`config.mk`:
```
export PLATFORM = sky130hd
export DESIGN_NAME = wb_merge_unit
export DESIGN_NICKNAME = d
export VERILOG_FILES = /design/src/rtl/riscv_pkg.sv /design/src/rtl/ariane_pkg.sv /design/src/rtl/wb_merge_unit_fifo.sv /design/src/rtl/wb_merge_unit.sv
export SDC_FILE = /design/constraint.sdc
export NUM_CORES = 1
export LEC_CHECK = 0
export ABC_AREA = 0
export CAP_MARGIN = 15
export CORE_MARGIN = 2
export CORE_UTILIZATION = 30
export DETAILED_ROUTE_END_ITERATION = 12
export SLEW_MARGIN = 20
export SYNTH_ARGS = -nofsm -noshare
export SYNTH_HDL_FRONTEND = slang
export SYNTH_HIERARCHICAL = 1
export SYNTH_SLANG_ARGS = --single-unit
```
`constraint.sdc`:
```
create_clock -name clk_i -period 5.45 [get_ports clk_i]
set_input_delay 1.09 -clock clk_i [delete_from_list [all_inputs] [get_ports clk_i]]
set_output_delay 1.09 -clock clk_i [all_outputs]
set_load 0.01 [all_outputs]
```
`src/rtl/riscv_pkg.sv`:
```
// Base RISC-V architectural constants shared by the core.
// Only the integer register width is needed by the writeback path.
package riscv;
  localparam int unsigned XLEN = 64;
endpackage

```
`src/rtl/ariane_pkg.sv`:
```
// Core-wide types: functional-unit dispatch data and writeback records.
// wb_entry_t is the payload carried from a result stream to the scoreboard.
package ariane_pkg;
  localparam int unsigned TRANS_ID_BITS = 3;

  typedef enum logic [1:0] {
    FU_NONE,
    FU_ALU,
    FU_MULT,
    FU_VEC
  } fu_t;

  typedef struct packed {
    fu_t                      fu;
    logic [riscv::XLEN-1:0]   operand_a;
    logic [riscv::XLEN-1:0]   operand_b;
    logic [TRANS_ID_BITS-1:0] trans_id;
  } fu_data_t;

  typedef struct packed {
    logic [TRANS_ID_BITS-1:0] trans_id;
    logic [riscv::XLEN-1:0]   result;
  } wb_entry_t;
endpackage

```
`src/rtl/wb_merge_unit_fifo.sv`:
```
// Purpose: generic DEPTH-entry circular buffer with push/pop/flush and occupancy count.
// Latency: an entry pushed at edge N is visible at data_o from cycle N+1 (no bypass).
// Backpressure: none internally; the caller gates push on count < DEPTH and pop on count > 0.
module wb_fifo #(
  parameter int unsigned DEPTH = 4,
  parameter int unsigned WIDTH = 8,
  localparam int unsigned PTR_W = $clog2(DEPTH),
  localparam int unsigned CNT_W = $clog2(DEPTH + 1)
) (
  input  logic             clk_i,
  input  logic             rst_i,
  input  logic             flush_i,
  input  logic             push_i,
  input  logic [WIDTH-1:0] data_i,
  input  logic             pop_i,
  output logic [WIDTH-1:0] data_o,
  output logic [CNT_W-1:0] count_o
);

  logic [WIDTH-1:0] mem [DEPTH];
  logic [PTR_W-1:0] wr_ptr;
  logic [PTR_W-1:0] rd_ptr;
  logic [CNT_W-1:0] count;

  // Storage needs no reset: an entry is only read after it has been written.
  always_ff @(posedge clk_i) begin
    if (push_i) mem[wr_ptr] <= data_i;
  end

  // Pointers and occupancy; DEPTH is a power of two so pointers wrap naturally.
  always_ff @(posedge clk_i or posedge rst_i) begin
    if (rst_i) begin
      wr_ptr <= '0;
      rd_ptr <= '0;
      count  <= '0;
    end else if (flush_i) begin
      wr_ptr <= '0;
      rd_ptr <= '0;
      count  <= '0;
    end else begin
      if (push_i) wr_ptr <= wr_ptr + PTR_W'(1);
      if (pop_i)  rd_ptr <= rd_ptr + PTR_W'(1);
      if (push_i && !pop_i)      count <= count + CNT_W'(1);
      else if (pop_i && !push_i) count <= count - CNT_W'(1);
    end
  end

  assign data_o  = mem[rd_ptr];
  assign count_o = count;

endmodule

```
`src/rtl/wb_merge_unit.sv`:
```
// Purpose: merge fixed-latency A results and FIFO-buffered B results onto one writeback port.
// Latency: A is combinational (0 cycles); B is at least 1 cycle through the FIFO.
// Backpressure: A never stalls; B is held off via b_ready_o; stall_a_o asks issue to yield to B.
module wb_merge_unit
  import ariane_pkg::*;
#(
  parameter int unsigned DEPTH     = 4,
  parameter int unsigned MAX_STALL = 8,
  parameter int unsigned XLEN      = riscv::XLEN,
  localparam int unsigned CNT_W    = $clog2(DEPTH + 1),
  localparam int unsigned STALL_W  = $clog2(MAX_STALL + 1)
) (
  input  logic                     clk_i,
  input  logic                     rst_i,
  input  logic                     flush_i,
  input  logic                     a_valid_i,
  input  logic [TRANS_ID_BITS-1:0] a_trans_id_i,
  input  logic [XLEN-1:0]          a_result_i,
  input  logic                     a_ex_valid_i,
  input  logic                     b_valid_i,
  output logic                     b_ready_o,
  input  logic [TRANS_ID_BITS-1:0] b_trans_id_i,
  input  logic [XLEN-1:0]          b_result_i,
  output logic                     wb_valid_o,
  output logic [TRANS_ID_BITS-1:0] wb_trans_id_o,
  output logic [XLEN-1:0]          wb_result_o,
  output logic                     wb_ex_valid_o,
  output logic                     stall_a_o,
  output logic [CNT_W-1:0]         fifo_count_o
);

  wb_entry_t          push_entry;
  wb_entry_t          head_entry;
  logic               push;
  logic               pop;
  logic               nonempty;
  logic [CNT_W-1:0]   count;
  logic [STALL_W-1:0] stall_cnt;
  logic [STALL_W-1:0] stall_cnt_next;

  assign push_entry.trans_id = b_trans_id_i;
  assign push_entry.result   = b_result_i;

  wb_fifo #(
    .DEPTH (DEPTH),
    .WIDTH ($bits(wb_entry_t))
  ) i_fifo (
    .clk_i   (clk_i),
    .rst_i   (rst_i),
    .flush_i (flush_i),
    .push_i  (push),
    .data_i  (push_entry),
    .pop_i   (pop),
    .data_o  (head_entry),
    .count_o (count)
  );

  // Ready depends only on the registered count, so a full FIFO stays closed in a popping cycle.
  assign nonempty     = (count != '0);
  assign b_ready_o    = (count < CNT_W'(DEPTH));
  assign push         = b_valid_i && b_ready_o && !flush_i;
  assign fifo_count_o = count;

  // A wins whenever present; the FIFO head drains only in cycles A leaves free.
  always_comb begin
    pop           = 1'b0;
    wb_valid_o    = 1'b0;
    wb_trans_id_o = head_entry.trans_id;
    wb_result_o   = head_entry.result;
    wb_ex_valid_o = 1'b0;
    if (a_valid_i) begin
      wb_valid_o    = !flush_i;
      wb_trans_id_o = a_trans_id_i;
      wb_result_o   = a_result_i;
      wb_ex_valid_o = a_ex_valid_i;
    end else if (nonempty) begin
      wb_valid_o = !flush_i;
      pop        = !flush_i;
    end
  end

  // Count cycles where A blocks a non-empty FIFO; saturate so late in-flight A results keep it high.
  always_comb begin
    stall_cnt_next = stall_cnt;
    if (flush_i || pop || !nonempty) begin
      stall_cnt_next = '0;
    end else if (a_valid_i && (stall_cnt != STALL_W'(MAX_STALL))) begin
      stall_cnt_next = stall_cnt + STALL_W'(1);
    end
  end

  // Registered stall request so issue sees a clean, glitch-free signal.
  always_ff @(posedge clk_i or posedge rst_i) begin
    if (rst_i) begin
      stall_cnt <= '0;
      stall_a_o <= 1'b0;
    end else begin
      stall_cnt <= stall_cnt_next;
      stall_a_o <= (stall_cnt_next >= STALL_W'(MAX_STALL));
    end
  end

endmodule

```
After elaboration in Yosys (flattened, before gate mapping)
Memory sizes are Yosys's and may differ from the RTL's.
Cells that the tools add are included.
W data, S select, Z words.

storage, ports and cells
  register bits after elaboration = 12
  bits in writable memories = 268
  bits of input ports = 140
  output and inout bits = 74
  memories = 1

operators by class
  add/subtract/negate cells = 5
  $lt $le $gt $ge = 2
  equal/unequal tests = 1
  mux-type cells = 17
  reduce and logical (&&, ||, !) cells = 15

memory list
  name        depth  bits a word  read ports  clocked after Yosys merged registers in  write ports  line                      text
  i_fifo.mem  4      67           1           0                                        1            wb_merge_unit_fifo.sv:20  logic [WIDTH-1:0] mem [DEPTH];

operators by type and width
  operator               count
  $mux W64               1
  $mux W3                4
  $mux W2                4
  $mux W4                2
  $mux W1                6
  $reduce_bool A3 Y1     2
  $logic_and A1 B1 Y1    5
  $add A2 B1 Y2 const B  2
  $add A4 B1 Y4 const B  1
  $ge A4 B4 Y1 const B   1
  $logic_not A1 Y1       4
  $ne A4 B4 Y1 const B   1
  $reduce_bool A2 Y1     2
  $add A3 B1 Y3 const B  1
  $lt A3 B3 Y1 const B   1
  $sub A3 B1 Y3 const B  1
  $logic_or A1 B1 Y1     2

Logic depth before layout (Yosys ltp)
Gate-level depths: netlist of run 1.

  depth in word-level cells = 8
  depth in mapped cells = 8

Cells and area by module
Netlist of run 1, hierarchy kept.

by module, submodules not included
  module         times used  cells each  area an instance (sq um)  seq. area each (sq um)
  wb_fifo        1           394         10104.7                   8222.9
  wb_merge_unit  1           107         1456.4                    125.1

Worst setup path after synthesis of run 1
No wires, ideal clock.

  kind = input port to flip-flop
  start = input port flush_i
  end = memory i_fifo/mem[0][0] (netlist name) (enable)
  setup time = 0.432 ns
  data arrival time = 3.130 ns
  data required time = 5.018 ns
  slack = 1.888 ns
  cell stages on the path = 4
  buffers on the path = 1
  cells stage by stage = inv_1 -> and3_1 -> buf_2 -> and2_1

between the ends
  longest elaborated chain between the ends = 4

RTL lines
  element                        line                      text
  start, declared                wb_merge_unit.sv:15       input logic flush_i,
  $logic_not A1 Y1               wb_merge_unit.sv:61       assign push = b_valid_i && b_ready_o && !flush_i;
  $logic_and A1 B1 Y1            wb_merge_unit.sv:61
  via push                       wb_merge_unit.sv:34       logic push;
  $mux W1                        wb_merge_unit_fifo.sv:27  if (push_i) mem[wr_ptr] <= data_i;
  $mux W1 (not written as such)  wb_merge_unit_fifo.sv:27
  end, declared                  wb_merge_unit_fifo.sv:20

The timed path passes the listed nets, and every way through them passes these cells.

==> results of run 1 <==
## cell type report
type                       count  share of cell area (%)
clock inverter                20                    1.01
inverter                      10                   0.248
multi-input combinational    186                    19.2
tap                          511                    4.22
clock buffer                  35                    5.22
sequential                   280                    55.2
timing repair buffer         223                    15.0
## power groups by stage
stage | clock, mW | sequential, mW | combinational, mW
after floorplan | 0 | 2.49 | 0.376
after global placement | 0 | 2.51 | 0.657
after detailed placement | 0 | 2.52 | 0.661
after CTS | 2.00 | 2.47 | 0.665
after global routing | 2.09 | 2.48 | 0.698
final | 1.93 | 2.47 | 0.649
## sequential cells by signal, summed over array words and instances (netlist names)
name / cells
i_fifo/mem: 268
i_fifo/rd_ptr: 2
stall_cnt: 4
i_fifo/count_o: 3
i_fifo/wr_ptr: 2
stall_a_o: 1
## cells by family (layout without fill, tap and decap cells)
| logic type | Yosys count | in the layout | share of synthesized area (%) |
|---|---|---|---|
| adders and majority gates | 7 | 7 | 0.823 |
| DFF | 280 | 280 | 72.2 |
| xor gates and xnor gates | 6 | 6 | 0.455 |
| muxes | 136 | 136 | 21.9 |
| AOI/OAI and AO/OA | 4 | 4 | 0.216 |
| and+or+nand+nor | 33 | 33 | 1.66 |
| buffers and inverters | 35 | 288 | 2.75 |
## through the flow
stage | instances | util [%]
detailed placement | 1210 | 37.5
global placement | 1210 | 37.5
global route | 1265 | 40.0
finish | 1265 | 40.0
floorplan | 501 | -
CTS | 1265 | 40.0
## layer usage
metal	up-vias	track usage (%)
li1	2527	-
met5	-	0
met2	160	19.8
met3	33	2.68
met1	2864	15.5
met4	0	2.83
## placed cells by master (no fill, tap or decap), drive strengths merged, types with 2 or more instances in the layout
master	n
edfxtp	268
clkdlybuf4s50	212
mux4	67
mux2	67
clkbuf	35
clkinv	16
inv	12
dfrtp	12
nor2	11
buf	11
ha	6
and2	6
nand2	3
xnor2	3
xor2	3
nand3b	2
mux2i	2
bufinv	2
nor3	2
nor3b	2
nand3	2
## worst register-to-register path, delay by kind of cell, from the launching register on
family                 cells  cell delay [ns]
and+or+nand+nor            2             1.14
buffers and inverters      2             0.51
DFF                        1             0.42
## path summary, 6_finish.rpt
kind,start,endpoint,cells past startpoint
max in group asynchronous,rst_i,i_fifo/rd_ptr[1],2
setup / recovery,i_fifo/rd_ptr[0],wb_result_o[55],4
hold reg to reg,stall_cnt[2],stall_cnt[2],2
hold / removal,stall_cnt[2],stall_cnt[2],2
min in group asynchronous,rst_i,stall_cnt[1],2
setup reg to reg,i_fifo/count_o[2],i_fifo/mem[2][18],4
==> impl_metrics.yaml, run 1 <==
status:
  status: "complete, no violations"
power_and_ir_drop:
  power_frac_seq_pct: 48.9
  p_total_mw: 5.05
  power_density_mw_per_mm2: 333
  intPower_mw: 3.97
  p_leak_nw: 5.04
  switching_share_pct: 21.4
  power_frac_clock_pct: 38.2
  vdd_drop_max_v: 0.000214
  p_sw_mw: 1.08
  p_comb_share_pct: 12.9
job:
  maxCapViolCount: 0
clocking:
  tritoncts: "built"
  cts-resized-gates: 0
  insertion_delay_ns: 0.54
  htree_levels: 1
  cts_root_buf: "clkbuf_16"
  cts_max_path_buffers: 3
  cts.sinks: 280
  ctsHoldBuffers: 0
  cts_buffers: 30
  cts_setup_buffers: 0
  clk_pin_slew_ns: 0.06
logic_synthesis:
  synth_commonest_cells: "268 x edfxtp_1, 67 x mux4_2, 66 x mux2_4, 12 x dfrtp_1, 11 x nor2_1"
  ys_warn_count: 6
  async_flop_share_pct: 4.29
  yosysTopAreaCellShare_pct: 69.6
  synth-main-ff-cell: "edfxtp_1"
  yosys-top-cells-area: "edfxtp_1 70%, mux4_2 13%, mux2_4 8.6%"
  yosysTopAreaCell: "edfxtp_1"
  synth_nets: 648
  synth_seq_cells: 280
  synth-seq-area-share_pct: 72.2
  netlist_area_mm2: 0.0116
  synthCells: 501
  avgSynthCellArea_um2: 23.1
  yosysMostFrequentCell: "edfxtp_1"
  synth-edff-count: 268
  synth_cell_types: 33
worst_setup_path:
  cp_top_family: "flip-flops"
  worstSetupPathType: "reg2out"
  critPathLaunchType: "register"
  critPathRequiredTime_ns: 4.36
  cp_num_buf_inv: 2
  r2r_slack_ns: 3.07
  worst_path_largest_cell_delay_ns: 0.87
  crit_path_max_fanout: 31
  end_kind: "primary output"
  arrival_ns: 3.15
  crit_chain: "buf_12 -> mux4_2 -> mux2_4 -> clkdlybuf4s50_1"
  slowest_stage: "dfrtp_4"
sta:
  final-setup-viol-count: 0
  slew_headroom_pct: 38.5
  tightest_slew_ns: 0.923
  fmax_mhz: 236
  setup_ws_ns: 1.21
  setup_tns_ns: 0
  drv_slew: 0
  period_share_pct: 77.7
  hold_violations: 0
  clock_skew_ns: 0.0101
  period_needed_ns: 4.24
  whs_ns: 0.580
  rsz0062_at_grt: "no"
place:
  preCtsSetupSlack_ns: 1.43
  gp_congestion: 0.685
  numPortBuffers: 213
  hpwl_mm: 14.2
  placed_area_mm2: 0.0142
detailed_routing:
  vias: 5584
  avgRoutedWirePerCell_um: 18.6
  initialDrtViolationCount: 302
  finalWirelength_mm: 23.6
  routed-wl-met3_mm: 1.27
  top_layer: "met4"
  avgViaCountPerCell: 4.41
  ant_nets: 0
  wl_met2_mm: 11.5
  met1_length_mm: 10.4
  drc: 0
  drt-pass1-iter-count: 4
global_routing:
  grt_pass1_vias: 6055
  antenna_found_initial: 0
  grtUsageTotal_pct: 11.8
  grt_pass1_wl_mm: 36.7
  grt_overflow: 0
  grt_max_degree: 54
floorplan:
  core_mm2: 0.0378
  ioPinCount: 214
  initial_utilization_pct: 30.5
  die_h_um: 200
  die-width_um: 200
  dieArea_mm2: 0.0401
  fp-row-count: 71
layout:
  n_fill_cell: 3471
  seq_area_mm2: 0.00836
  multi_input_area_mm2: 0.00291
  layout.nets: 878
  syn_to_final_growth_pct: 31.0
  drive_above_1_share_pct: 25.9
  diodes: 0
  finalInstanceArea_mm2: 0.0151
min_path:
  hp-class: "reg2reg"
No activity file was read; power rests on OpenSTA's default activity.
==> run 2, diff against run 1 <==
==> constraint.sdc (replaced) <==
create_clock -name clk_i -period 4.15 [get_ports clk_i]
set_input_delay 0.83 -clock clk_i [delete_from_list [all_inputs] [get_ports clk_i]]
set_output_delay 0.83 -clock clk_i [all_outputs]
set_load 0.01 [all_outputs]
==> impl_metrics.yaml, run 2 (synthesized netlist as in run 1, its figures left out) <==
status:
  status: "complete, no violations"
layout:
  multi_input_area_mm2: 0.00291
  final_cell_mix: "268 x edfxtp_1, 212 x clkdlybuf4s50_1, 67 x mux4_2, 66 x mux2_4, 31 x clkbuf_16"
  stdcell_count: 1270
  drive_above_1_share_pct: 26.9
  finalInstanceArea_mm2: 0.0153
  layout.nets: 884
  utilization_pct: 40.4
  syn_to_final_growth_pct: 32.2
  largest_reg_flops: 268
  largest_register: "i_fifo/mem"
  diodes: 0
  seq_area_mm2: 0.00836
  n_fill_cell: 3413
  final_common_cell: "edfxtp_1"
clocking:
  tritoncts: "built"
  htree_levels: 1
  insertion_delay_ns: 0.54
  cts_buffers: 30
  cts_max_path_buffers: 3
  clk_pin_slew_ns: 0.06
  cts_setup_buffers: 0
  cts_root_buf: "clkbuf_16"
  cts.sinks: 280
  cts-resized-gates: 0
  ctsHoldBuffers: 0
place:
  gp_congestion: 0.670
  hpwl_mm: 14.5
  placed_cells: 1216
  numPortBuffers: 213
  placed_area_mm2: 0.0143
  preCtsSetupSlack_ns: 0.811
power_and_ir_drop:
  p_comb_share_pct: 12.9
  intPower_mw: 5.33
  switching_share_pct: 20.9
  vdd_drop_max_v: 0.000336
  p_leak_nw: 5.09
  power_frac_seq_pct: 47.9
  p_total_mw: 6.75
  power_density_mw_per_mm2: 442
  power_frac_clock_pct: 39.2
  p_sw_mw: 1.41
detailed_routing:
  vias: 5541
  avgViaCountPerCell: 4.36
  initialDrtViolationCount: 206
  finalWirelength_mm: 23.0
  drc: 0
  ant_nets: 0
  drt-pass1-iter-count: 4
  avgRoutedWirePerCell_um: 18.1
worst_setup_path:
  critPathRequiredTime_ns: 3.32
  r2r_cells: 8
  worstSetupPathType: "reg2out"
  arrival_ns: 2.90
  end_kind: "primary output"
  critPathLaunchType: "register"
  crit_path_max_fanout: 28
floorplan:
  die-width_um: 200
  core_mm2: 0.0378
  dieArea_mm2: 0.0401
  initial_utilization_pct: 30.5
  die_h_um: 200
  fp-row-count: 71
  ioPinCount: 214
sta:
  final-setup-viol-count: 0
  slew_headroom_pct: 59.4
  tightest_slew_ns: 0.610
  clock_skew_ns: 0.00767
  drv_slew: 0
  rsz0062_at_grt: "no"
  setup_ws_ns: 0.419
  period_share_pct: 89.9
  fmax_mhz: 268
  setup_tns_ns: 0
  hold_violations: 0
  whs_ns: 0.542
  period_needed_ns: 3.73
global_routing:
  antenna_found_initial: 1
  grt_overflow: 0
  grt_pass1_wl_mm: 35.7
  gr-usage-met2_pct: 20.2
  grt_max_degree: 38
  grt_use_met1_pct: 14.2
  grt_pass1_vias: 6039
  met3_usage_pct: 2.80
  grtUsageTotal_pct: 11.4
  top_usage_layer: "met2"
min_path:
  hp-class: "in2async"
job:
  maxCapViolCount: 0
==> run 2: worst max-delay path, cell delays in order, from the launching register on <==
cell	delay [ns]
dfrtp_4	0.69
buf_12	0.31
mux4_2	0.58
mux2_4	0.28
clkdlybuf4s50_1	0.47
==> run 2: final timing paths <==
check,start,to,slack (ns)
setup / recovery,i_fifo/rd_ptr[0],wb_result_o[26],0.42
hold / removal,rst_i,stall_cnt[1],0.54
setup reg to reg,i_fifo/count_o[2],i_fifo/count_o[2],2.08
hold reg to reg,stall_cnt[2],stall_cnt[2],0.58
max in group asynchronous,rst_i,i_fifo/rd_ptr[1],3.35
min in group clk_i,stall_cnt[2],stall_cnt[2],0.58
==> run 2: power by group through the flow <==
stage / Combinational (mW) / Sequential [mW] / Clock [mW]
after floorplan: 0.494 / 3.27 / 0
after global placement: 0.883 / 3.29 / 0
after detailed placement: 0.888 / 3.29 / 0
after CTS: 0.892 / 3.23 / 2.74
after global routing: 0.935 / 3.24 / 2.83
final: 0.870 / 3.23 / 2.65
==> run 2: final cells by class <==
class                      count  area share (%)
sequential                   280            54.7
timing repair buffer         229            15.4
tap                          511            4.18
inverter                      10           0.246
multi-input combinational    186            19.0
clock buffer                  34            5.15
clock inverter                20            1.33
==> run 2: layer usage <==
metal  vias to the layer above  wire, um
met5                         -        13
met4                         2       511
met3                        40      1170
met2                       146     11400
met1                      2820      9850
li1                       2533         -
